===== src/rtl/mdu_iter_pkg.sv =====
// Shared encodings for the iterative multiply/divide unit.
package mdu_iter_pkg;

    // Operation encodings carried on the op input.
    localparam logic [1:0] MDU_MULT  = 2'b00;
    localparam logic [1:0] MDU_MULTU = 2'b01;
    localparam logic [1:0] MDU_DIV   = 2'b10;
    localparam logic [1:0] MDU_DIVU  = 2'b11;

    // Existing single-bit flag constants used across the core.
    localparam logic VALID   = 1'b1;
    localparam logic INVALID = 1'b0;
    localparam logic ZERO    = 1'b0;

    // Sequencer states; exported on state_dbg.
    typedef enum logic [1:0] {
        IDLE = 2'd0,
        CALC = 2'd1,
        FIX  = 2'd2
    } mdu_state_e;

    // mult and div are the signed flavours (op[0] clear).
    function automatic logic is_signed_op(input logic [1:0] op);
        return ~op[0];
    endfunction

    // div and divu share the op[1] bit.
    function automatic logic is_div_op(input logic [1:0] op);
        return op[1];
    endfunction

endpackage


===== src/rtl/mdu_hilo_reg.sv =====
// Architectural HI/LO storage. A finished operation writes both halves;
// mthi/mtlo writes land only while the unit is not busy.
module mdu_hilo_reg
    import mdu_iter_pkg::*;
#(
    parameter int WIDTH = 32
) (
    input  logic             clk,
    input  logic             rst,
    input  logic             busy,
    input  logic             whi,
    input  logic             wlo,
    input  logic [WIDTH-1:0] wdata,
    input  logic             res_we,
    input  logic [WIDTH-1:0] res_hi,
    input  logic [WIDTH-1:0] res_lo,
    output logic [WIDTH-1:0] hi,
    output logic [WIDTH-1:0] lo
);

    // Result write has priority; move-to writes are dropped while busy.
    always_ff @(posedge clk or negedge rst) begin
        if (!rst) begin
            hi <= '0;
            lo <= '0;
        end else if (res_we == VALID) begin
            hi <= res_hi;
            lo <= res_lo;
        end else if (!busy) begin
            if (whi) hi <= wdata;
            if (wlo) lo <= wdata;
        end
    end

endmodule


===== src/rtl/mdu_iter.sv =====
// Iterative radix-2 multiply/divide unit for the EX stage.
// Handshake: start is taken only in IDLE when cancel is low; busy stays high
// through CALC and FIX; done pulses for one cycle once HI/LO hold the result,
// WIDTH+1 cycles after acceptance. cancel in CALC/FIX drops the operation.
module mdu_iter
    import mdu_iter_pkg::*;
#(
    parameter int WIDTH = 32
) (
    input  logic             clk,
    input  logic             rst,
    input  logic             start,
    input  logic [1:0]       op,
    input  logic [WIDTH-1:0] a,
    input  logic [WIDTH-1:0] b,
    input  logic             cancel,
    input  logic             whi,
    input  logic             wlo,
    input  logic [WIDTH-1:0] wdata,
    output logic             busy,
    output logic             done,
    output logic             div_by_zero,
    output logic [WIDTH-1:0] hi,
    output logic [WIDTH-1:0] lo,
    output logic [1:0]       state_dbg
);

    localparam int CW = $clog2(WIDTH + 1);
    localparam logic [CW-1:0] LAST = CW'(WIDTH - 1);

    mdu_state_e state_q, state_d;
    logic accept, step, commit;

    logic [CW-1:0]    cnt;
    logic [WIDTH-1:0] acc_hi, acc_lo, opnd;
    logic             is_div_q, neg_res_q, neg_rem_q, dz_q;
    logic             done_q, dbz_q;

    // Operand preparation: magnitudes and sign flags for signed ops.
    logic             sgn, a_neg, b_neg;
    logic [WIDTH-1:0] a_mag, b_mag;
    assign sgn   = is_signed_op(op);
    assign a_neg = sgn & a[WIDTH-1];
    assign b_neg = sgn & b[WIDTH-1];
    assign a_mag = a_neg ? -a : a;
    assign b_mag = b_neg ? -b : b;

    // Single-step arithmetic: shift-add multiply, restoring divide.
    logic [WIDTH:0]   mul_sum, div_shift;
    logic [WIDTH-1:0] div_diff;
    logic             div_ge;
    assign mul_sum   = {1'b0, acc_hi} + (acc_lo[0] ? {1'b0, opnd} : '0);
    assign div_shift = {acc_hi, acc_lo[WIDTH-1]};
    assign div_ge    = div_shift >= {1'b0, opnd};
    assign div_diff  = div_shift[WIDTH-1:0] - opnd;

    // Final sign correction; a zero divisor keeps an all-ones quotient and
    // the remainder magnitude re-signed by a, which restores a exactly.
    logic [2*WIDTH-1:0] prod, prod_fix;
    logic [WIDTH-1:0]   quo_fix, rem_fix, res_hi, res_lo;
    assign prod     = {acc_hi, acc_lo};
    assign prod_fix = neg_res_q ? -prod : prod;
    assign quo_fix  = dz_q ? '1 : (neg_res_q ? -acc_lo : acc_lo);
    assign rem_fix  = neg_rem_q ? -acc_hi : acc_hi;
    assign res_hi   = is_div_q ? rem_fix : prod_fix[2*WIDTH-1:WIDTH];
    assign res_lo   = is_div_q ? quo_fix : prod_fix[WIDTH-1:0];

    // State register.
    always_ff @(posedge clk or negedge rst) begin
        if (!rst) state_q <= IDLE;
        else      state_q <= state_d;
    end

    // Next-state and per-cycle control strobes.
    always_comb begin
        state_d = state_q;
        accept  = INVALID;
        step    = INVALID;
        commit  = INVALID;
        case (state_q)
            IDLE: begin
                if (start && !cancel) begin
                    accept  = VALID;
                    state_d = CALC;
                end
            end
            CALC: begin
                if (cancel) begin
                    state_d = IDLE;
                end else begin
                    step = VALID;
                    if (cnt == LAST) state_d = FIX;
                end
            end
            FIX: begin
                state_d = IDLE;
                if (!cancel) commit = VALID;
            end
            default: state_d = IDLE;
        endcase
    end

    // Datapath: latch operands at acceptance, then one radix-2 step per cycle.
    always_ff @(posedge clk or negedge rst) begin
        if (!rst) begin
            cnt       <= '0;
            acc_hi    <= '0;
            acc_lo    <= '0;
            opnd      <= '0;
            is_div_q  <= ZERO;
            neg_res_q <= ZERO;
            neg_rem_q <= ZERO;
            dz_q      <= ZERO;
        end else if (accept) begin
            cnt       <= '0;
            acc_hi    <= '0;
            acc_lo    <= a_mag;
            opnd      <= b_mag;
            is_div_q  <= is_div_op(op);
            neg_res_q <= a_neg ^ b_neg;
            neg_rem_q <= a_neg;
            dz_q      <= is_div_op(op) && (b == '0);
        end else if (step) begin
            cnt <= cnt + CW'(1);
            if (is_div_q) begin
                if (div_ge) begin
                    acc_hi <= div_diff;
                    acc_lo <= {acc_lo[WIDTH-2:0], 1'b1};
                end else begin
                    acc_hi <= div_shift[WIDTH-1:0];
                    acc_lo <= {acc_lo[WIDTH-2:0], 1'b0};
                end
            end else begin
                acc_hi <= mul_sum[WIDTH:1];
                acc_lo <= {mul_sum[0], acc_lo[WIDTH-1:1]};
            end
        end
    end

    // Completion status: done pulse and per-operation divide-by-zero flag.
    always_ff @(posedge clk or negedge rst) begin
        if (!rst) begin
            done_q <= ZERO;
            dbz_q  <= ZERO;
        end else begin
            done_q <= commit;
            if (accept)      dbz_q <= ZERO;
            else if (commit) dbz_q <= dz_q;
        end
    end

    assign busy        = (state_q != IDLE);
    assign done        = done_q;
    assign div_by_zero = dbz_q;
    assign state_dbg   = state_q;

    mdu_hilo_reg #(.WIDTH(WIDTH)) u_hilo (
        .clk    (clk),
        .rst    (rst),
        .busy   (busy),
        .whi    (whi),
        .wlo    (wlo),
        .wdata  (wdata),
        .res_we (commit),
        .res_hi (res_hi),
        .res_lo (res_lo),
        .hi     (hi),
        .lo     (lo)
    );

endmodule


===== config.mk =====
export PLATFORM = sky130hd
export DESIGN_NAME = mdu_iter
export DESIGN_NICKNAME = d
export VERILOG_FILES = /design/src/rtl/mdu_iter_pkg.sv /design/src/rtl/mdu_hilo_reg.sv /design/src/rtl/mdu_iter.sv
export SDC_FILE = /design/constraint.sdc
export NUM_CORES = 1
export LEC_CHECK = 0
export ABC_AREA = 1
export CAP_MARGIN = 10
export CORE_ASPECT_RATIO = 0.8
export CORE_MARGIN = 5
export CORE_UTILIZATION = 50
export CTS_BUF_LIST = sky130_fd_sc_hd__clkbuf_4
export DETAILED_ROUTE_END_ITERATION = 16
export GPL_TIMING_DRIVEN = 0
export PLACE_DENSITY = 0.71
export SLEW_MARGIN = 15
export SYNTH_ARGS = -nofsm -noshare
export SYNTH_HDL_FRONTEND = slang
export SYNTH_HIERARCHICAL = 1
export SYNTH_SLANG_ARGS = --single-unit
export TNS_END_PERCENT = 100

===== constraint.sdc =====
create_clock -name clk -period 3.56 [get_ports clk]
set_input_delay 0.712 -clock clk [delete_from_list [all_inputs] [get_ports clk]]
set_output_delay 0.712 -clock clk [all_outputs]
set_load 0.01 [all_outputs]

After elaboration in Yosys (flattened, before gate mapping)

Index checks and enable logic that the tools add are counted.
Widths: inputs -> output; s select.

Add/subtract/negate cells: 8
Multiply operators: 0
Div/mod/pow operators: 0
Magnitude comparators: 1
Equality and inequality tests: 6
Shift operators: 0
Mux-type cells: 36
Bitwise gates (word level): 4
Reduce and logical (&&, ||, !) cells: 13

Operators with widths:

| kind                | number |
|---|---|
| $mux 32             | 21 |
| $neg 32->32         | 4 |
| $mux 64             | 1 |
| $neg 64->64         | 1 |
| $add 32x32->33      | 1 |
| $ge 33x32->1        | 1 |
| $logic_not 32->1    | 1 |
| $sub 32x32->32      | 1 |
| $mux 6              | 2 |
| $reduce_bool 2->1   | 5 |
| $mux 1              | 8 |
| $add 6x1->6 const B | 1 |
| $eq 6x5->1 const B  | 1 |
| $mux 2              | 3 |
| $reduce_and 2->1    | 3 |
| $ne 2x2->1 const B  | 2 |
| $pmux 2 s2          | 1 |
| $ne 3x3->1 const B  | 1 |
| $and 1x1->1         | 2 |
| $eq 2x1->1 const B  | 1 |
| $eq 2x2->1 const B  | 1 |
| $logic_and 1x1->1   | 2 |
| $logic_not 2->1     | 1 |
| $logic_not 1->1     | 1 |
| other kinds (2)     | 2 |

Register bits: 174
Bits in latches: 0
Bits in writable memories: 0
ROM bits: 0
Bits of input ports: 104
Output and inout port bits: 69
Word-level logic and storage cells: 81
Memories kept: 0

Logic depth before layout (Yosys ltp)

Word-level depth: 5
Depth in mapped cells: 20
Gate-level depth less buffers: 18

By module

The synthesis kept the hierarchy.

Modules (own cells, without submodules):

| module       | times used | cells each | area an instance (um^2) | seq. area each (um^2) |
|---|---|---|---|---|
| mdu_iter     | 1          | 2745       | 15065.7                 | 2752.6 |
| mdu_hilo_reg | 1          | 451        | 3198.1                  | 1601.5 |

Worst setup path before layout

Ideal clock, no wire load.

Path kind: reg2reg
Start: register acc_lo[0]
End: register acc_hi[29]
Library setup time: 0.117 ns
Data arrival time: 2.371 ns
Data required time: 3.443 ns
Path slack: 1.072 ns
Stages on the path, launching flop included: 18
Path buffers: 2
Clock period less this slack: 2.488 ns
Cell sequence: dfrtp_1 > buf_6 > clkbuf_1 > nand2_1 > inv_1 > ha_1 > inv_1 > fa_1 > nor2_1 > nor2_1 > o21ai_0 > nand2_1 > nand2_1 > nand2_1 > nand3_1 > nand3_1 > nand3_1 > nand2_1

Word-level cells in the longest chain between the ends: 5

RTL lines:

| element                | line            | text |
|---|---|---|
| from (decl)            | mdu_iter.sv:35  | `logic [WIDTH-1:0] acc_hi, acc_lo, opnd;` |
| from (signal assigned) | mdu_iter.sv:117 | `acc_lo <= a_mag;` |
| from (signal assigned) | mdu_iter.sv:128 | `acc_lo <= {acc_lo[WIDTH-2:0], 1'b1};` |
| from (signal assigned) | mdu_iter.sv:131 | `acc_lo <= {acc_lo[WIDTH-2:0], 1'b0};` |
| $mux 32                | mdu_iter.sv:52  | `assign mul_sum = {1'b0, acc_hi} + (acc_lo[0] ? {1'b0, opnd} : '0);` |
| $add 32x32->33         | mdu_iter.sv:52  |  |
| $mux 32                | mdu_iter.sv:125 | `if (is_div_q) begin` |
| $mux 32                | mdu_iter.sv:123 | `end else if (step) begin` |
| $mux 32                | mdu_iter.sv:114 | `end else if (accept) begin` |
| to (signal assigned)   | mdu_iter.sv:127 | `acc_hi <= div_diff;` |
| to (signal assigned)   | mdu_iter.sv:130 | `acc_hi <= div_shift[WIDTH-1:0];` |
| to (signal assigned)   | mdu_iter.sv:134 | `acc_hi <= mul_sum[WIDTH:1];` |
| to (decl)              | mdu_iter.sv:35  |  |

No other way between the ends. The select of a mux whose other input is x is not followed.
A chain may end at the register's enable or synchronous reset.

Final worst setup path

Start: register acc_lo[0]
End: register acc_hi[9]

The elaborated chain is that of the path after synthesis.

==> impl.org <==
** CTS
- Count of H-tree levels built during CTS :: 4
- The cell sitting at the root of the clock tree is a clkbuf_4.
- Clock tree synthesis inserted a total of 17 buffers.
- Number of sinks driven by the clock tree :: ~170
- The number of setup buffers added after CTS is 0.
- Clk pin slew, worst setup/hold paths :: 0.16 ns
- TritonCTS built the clock tree.
- No sink is reached through more buffers than the 2 on the longest clock path.
- Clock Latency Late Sink :: roughly 0.67 ns

** Timing
- Dividing the final minimum period by the clock period gives around 93%.
- The number of max-slew violations in the final report was 0.
- Worst slew margin relative to its limit :: a little under a third
- Worst slew pin tran :: just over 1 ns
- Final hold violation count :: 0
- Setup repair after global routing left no endpoint under its margin.
- Sum of negative setup slack :: 0 ns
- Based on the critical path, the design can be clocked at up to 0.303 GHz.
- Clock Skews :: roughly 0.024 ns
- Setup violators final :: 0
- Min cycle time layout :: between 3 and 4 ns

** Route
- Routed wire length per instance :: 19.5 um
- Across all layers, the routed design uses about 22k vias.
- After detailed routing, the number of vias per cell comes to 5.65.
- Count of unresolved DRC violations after routing :: 0
- Wires add up to roughly 76000 um.
- TritonRoute pass-1 iters :: 5
- Antenna Nets Post-Route :: 0
- Number of DRC markers after the initial detailed-route iteration :: about 2.7k

** Global routing
- For this run, the total global-route usage over all layers was measured as between 30 and 40%.
- Total global routing overflow :: 0
- The first global-routing pass estimated approximately 110000 um of wire.
- Number of antenna violations at the first check in global routing :: 4
- Maximum number of pins on one net before global-route repair :: a little over 100
- Via count of the first global-routing pass :: a little under 20k

** Critical path
- Endpoint type of the worst setup path :: flip-flop
- The startpoint identified for the worst register-to-register timing path is acc_lo[0]$_DFFE_PN0P_.
- Reg2Reg Capture Point :: acc_hi[9]$_DFFE_PN0P_
- The worst register-to-register path has a setup slack of between 0.2 and 0.3 ns.
- Type of the setup path with the least slack :: reg2reg
- CP Max Fanout :: 16
- For the worst flop-to-flop path, the logic depth is 14.
- Worst setup SP type :: flip-flop
- Critical path required time :: roughly 4.1 ns
- STA puts the critical path data arrival time at ~3.9 ns.

** Floorplan
- Die H :: about 180 um
- Boundary pin count :: around 170
- After floorplanning, the core was divided into between 60 and 70 placement rows.
- Starting density of the core :: 50.7%
- The floorplan step set the die width to 224 um.
- Area enclosed by the die boundary :: around 40000 um2
- The region available for standard cell placement spans about 36000 um2.

** Place
- Port buffering added 172 buffers.
- RD Place Congestion :: ~1.1
- Once placement completed, the tool counted placed cells totaling 3849.
- Once detailed placement completed, the half-perimeter wirelength came to 63200 um.
- Once placement finished, the instance area stood at approximately 21000 um2.

** Synth
- Summed instance area of the synthesized netlist :: 18300 um2
- Share of synthesized area occupied by flip-flops and latches :: approximately a quarter
- Number of synthesis warnings :: 6
- Leading register cell type out of synthesis :: dfrtp_1
- The synthesized design contains approximately 170 register bits.
- Synthesis produced a netlist whose cell count is around 3.2k.
- Mean instance size in the synthesized netlist :: ~5.7 um2
- Net Count, Synth :: approximately 3.4k
- Fraction of synthesis flops using an asynchronous set or reset pin :: 100%
- Number of synthesized flops with an enable pin :: 0
- The synthesized netlist contains 51 unique library cells.

** Layout
- Fin cells :: about 3.9k
- Most frequent standard cell in the layout excluding fill and tap cells :: nand2_1
- The library cells used most frequently in the layout, excluding fill and tap cells, are nand2_1, inv_1, nor2_1.
- Synth-to-Final Area Change :: 14.3%
- For this run, the post-layout net count is ~3.6k.
- The finished cells cover about 21000 um2.
- Cells with a size suffix above 1 make up ~3.3% of the layout.

** Pwr
- In this run the power density over the cells is between 600 and 700 nW/um2.
- IR Drop Worst-Case VDD :: 0.456 mV
- Leakage Power :: roughly 11 nW

** Worst hold path
- The min-delay analysis places its worst path in the category in2async.

** Run status
- Outcome :: finished clean

** Job
- Across the run, the number of max-cap violations was 0.
[routing by layer]
metal	vias up	global-route usage [%]	routed length, um	share of wire, %
li1	10400	-	-	-
met1	10000	54.2	33200	44
met2	1290	49.1	29500	39
met3	121	12.7	11300	15
met4	4	8.97	1810	2.4
met5	-	0	24	0.032
[Yosys cell counts (23+ instances only)]
| library cell | number | area (um2) |
|---|---|---|
| nand2_1 | 1217 | 4570 |
| inv_1 | 462 | 1730 |
| nor2_1 | 295 | 1110 |
| nand3_1 | 290 | 1450 |
| dfrtp_1 | 174 | 4350 |
| o21ai_0 | 160 | 801 |
| a21oi_1 | 98 | 490 |
| ha_1 | 69 | 863 |
| xor2_1 | 66 | 578 |
| clkbuf_1 | 57 | 214 |
| nand4_1 | 46 | 288 |
| a31oi_1 | 30 | 188 |
| nor3_1 | 29 | 145 |
| buf_2 | 23 | 115 |
| xnor2_1 | 23 | 201 |
[through the flow]
stage | total power, W | setup WS, ns | hold WS [ns] | utilization [%]
after floorplan | 0.00914 | 1.07 | 0.416 | -
final | 0.0140 | 0.258 | 0.530 | 58.0
after global routing | 0.0149 | 0.0603 | 0.543 | 58.0
after CTS | 0.0136 | 0.0173 | 0.523 | 58.0
after global placement | 0.0123 | -5.40 | 0.494 | 57.2
after detailed placement | 0.0124 | -0.0523 | 0.495 | 57.3
[final cells by class]
class,instances,area [um2]
fill,3770,15100
multi-input combinational,2444,11600
sequential,174,4350
clock buffer,18,135
inverter,472,1770
buffer,105,490
tap,480,601
antenna,1,2.50
timing repair buffer,174,1760
clock inverter,12,115
[critical path: stages (launching register included)]
cell and delay [ns]:
dfrtp_1 0.37, buf_6 0.22, clkbuf_1 0.39, nand2_1 0.10, inv_1 0.07, ha_1 0.28, a21oi_1 0.26, o21ai_0 0.18
inv_1 0.10, nand3_1 0.17, xor2_1 0.20, o21ai_0 0.58, inv_1 0.11, nand3_1 0.12, nand2_1 0.05
[report_power, final]
group	total, W	leakage [nW]	switching [W]	internal, W
sequential	0.00352	2.14	0.00106	0.00246
combinational	0.00935	8.90	0.00635	0.00300
clock	0.00112	0.126	0.000772	0.000352
[kinds of logic (layout without fill, tap and decap cells)]
logic type | count (synthesis) | count (layout) | share of synthesized area, %
other cells | 0 | 1 | 0
buf+inv | 578 | 781 | 12.4
simple gates | 1937 | 1937 | 44.0
fa+ha+maj | 71 | 71 | 4.95
xor+xnor | 89 | 89 | 4.27
compound gates | 347 | 347 | 10.5
flops | 174 | 174 | 23.8
[how the worst max path moves through the flow]
stage / start / to / slack (ns)
2_1_floorplan: acc_lo[0]$_DFFE_PN0P_ / acc_hi[29]$_DFFE_PN0P_ / 1.07
3_3_place_gp: rst / u_hilo/lo[3]$_DFFE_PN0P_ / -5.40
3_5_place_dp: cancel / acc_lo[24]$_DFFE_PN0P_ / -0.05
4_1_cts: acc_lo[0]$_DFFE_PN0P_ / acc_hi[13]$_DFFE_PN0P_ / 0.02
5_1_grt: acc_lo[0]$_DFFE_PN0P_ / acc_hi[13]$_DFFE_PN0P_ / 0.06
6_report: acc_lo[0]$_DFFE_PN0P_ / acc_hi[9]$_DFFE_PN0P_ / 0.26
[timing repair]
| item | in CTS | in global routing |
|---|---|---|
| hold buffers | 1 | 0 |
| hold endpoints to repair | 29 | 0 |
| setup endpoints to repair | 0 | 5 |
| gates resized for setup | 0 | 0 |
[registers in the layout, indices dropped and copies added (netlist names)]
name         flops
acc_hi          32
acc_lo          32
opnd            32
u_hilo/hi       32
u_hilo/lo       32
cnt              6
state_dbg        2
div_by_zero      1
done             1
dz_q             1
is_div_q         1
neg_rem_q        1
neg_res_q        1
(Power assumes the default switching activity.)
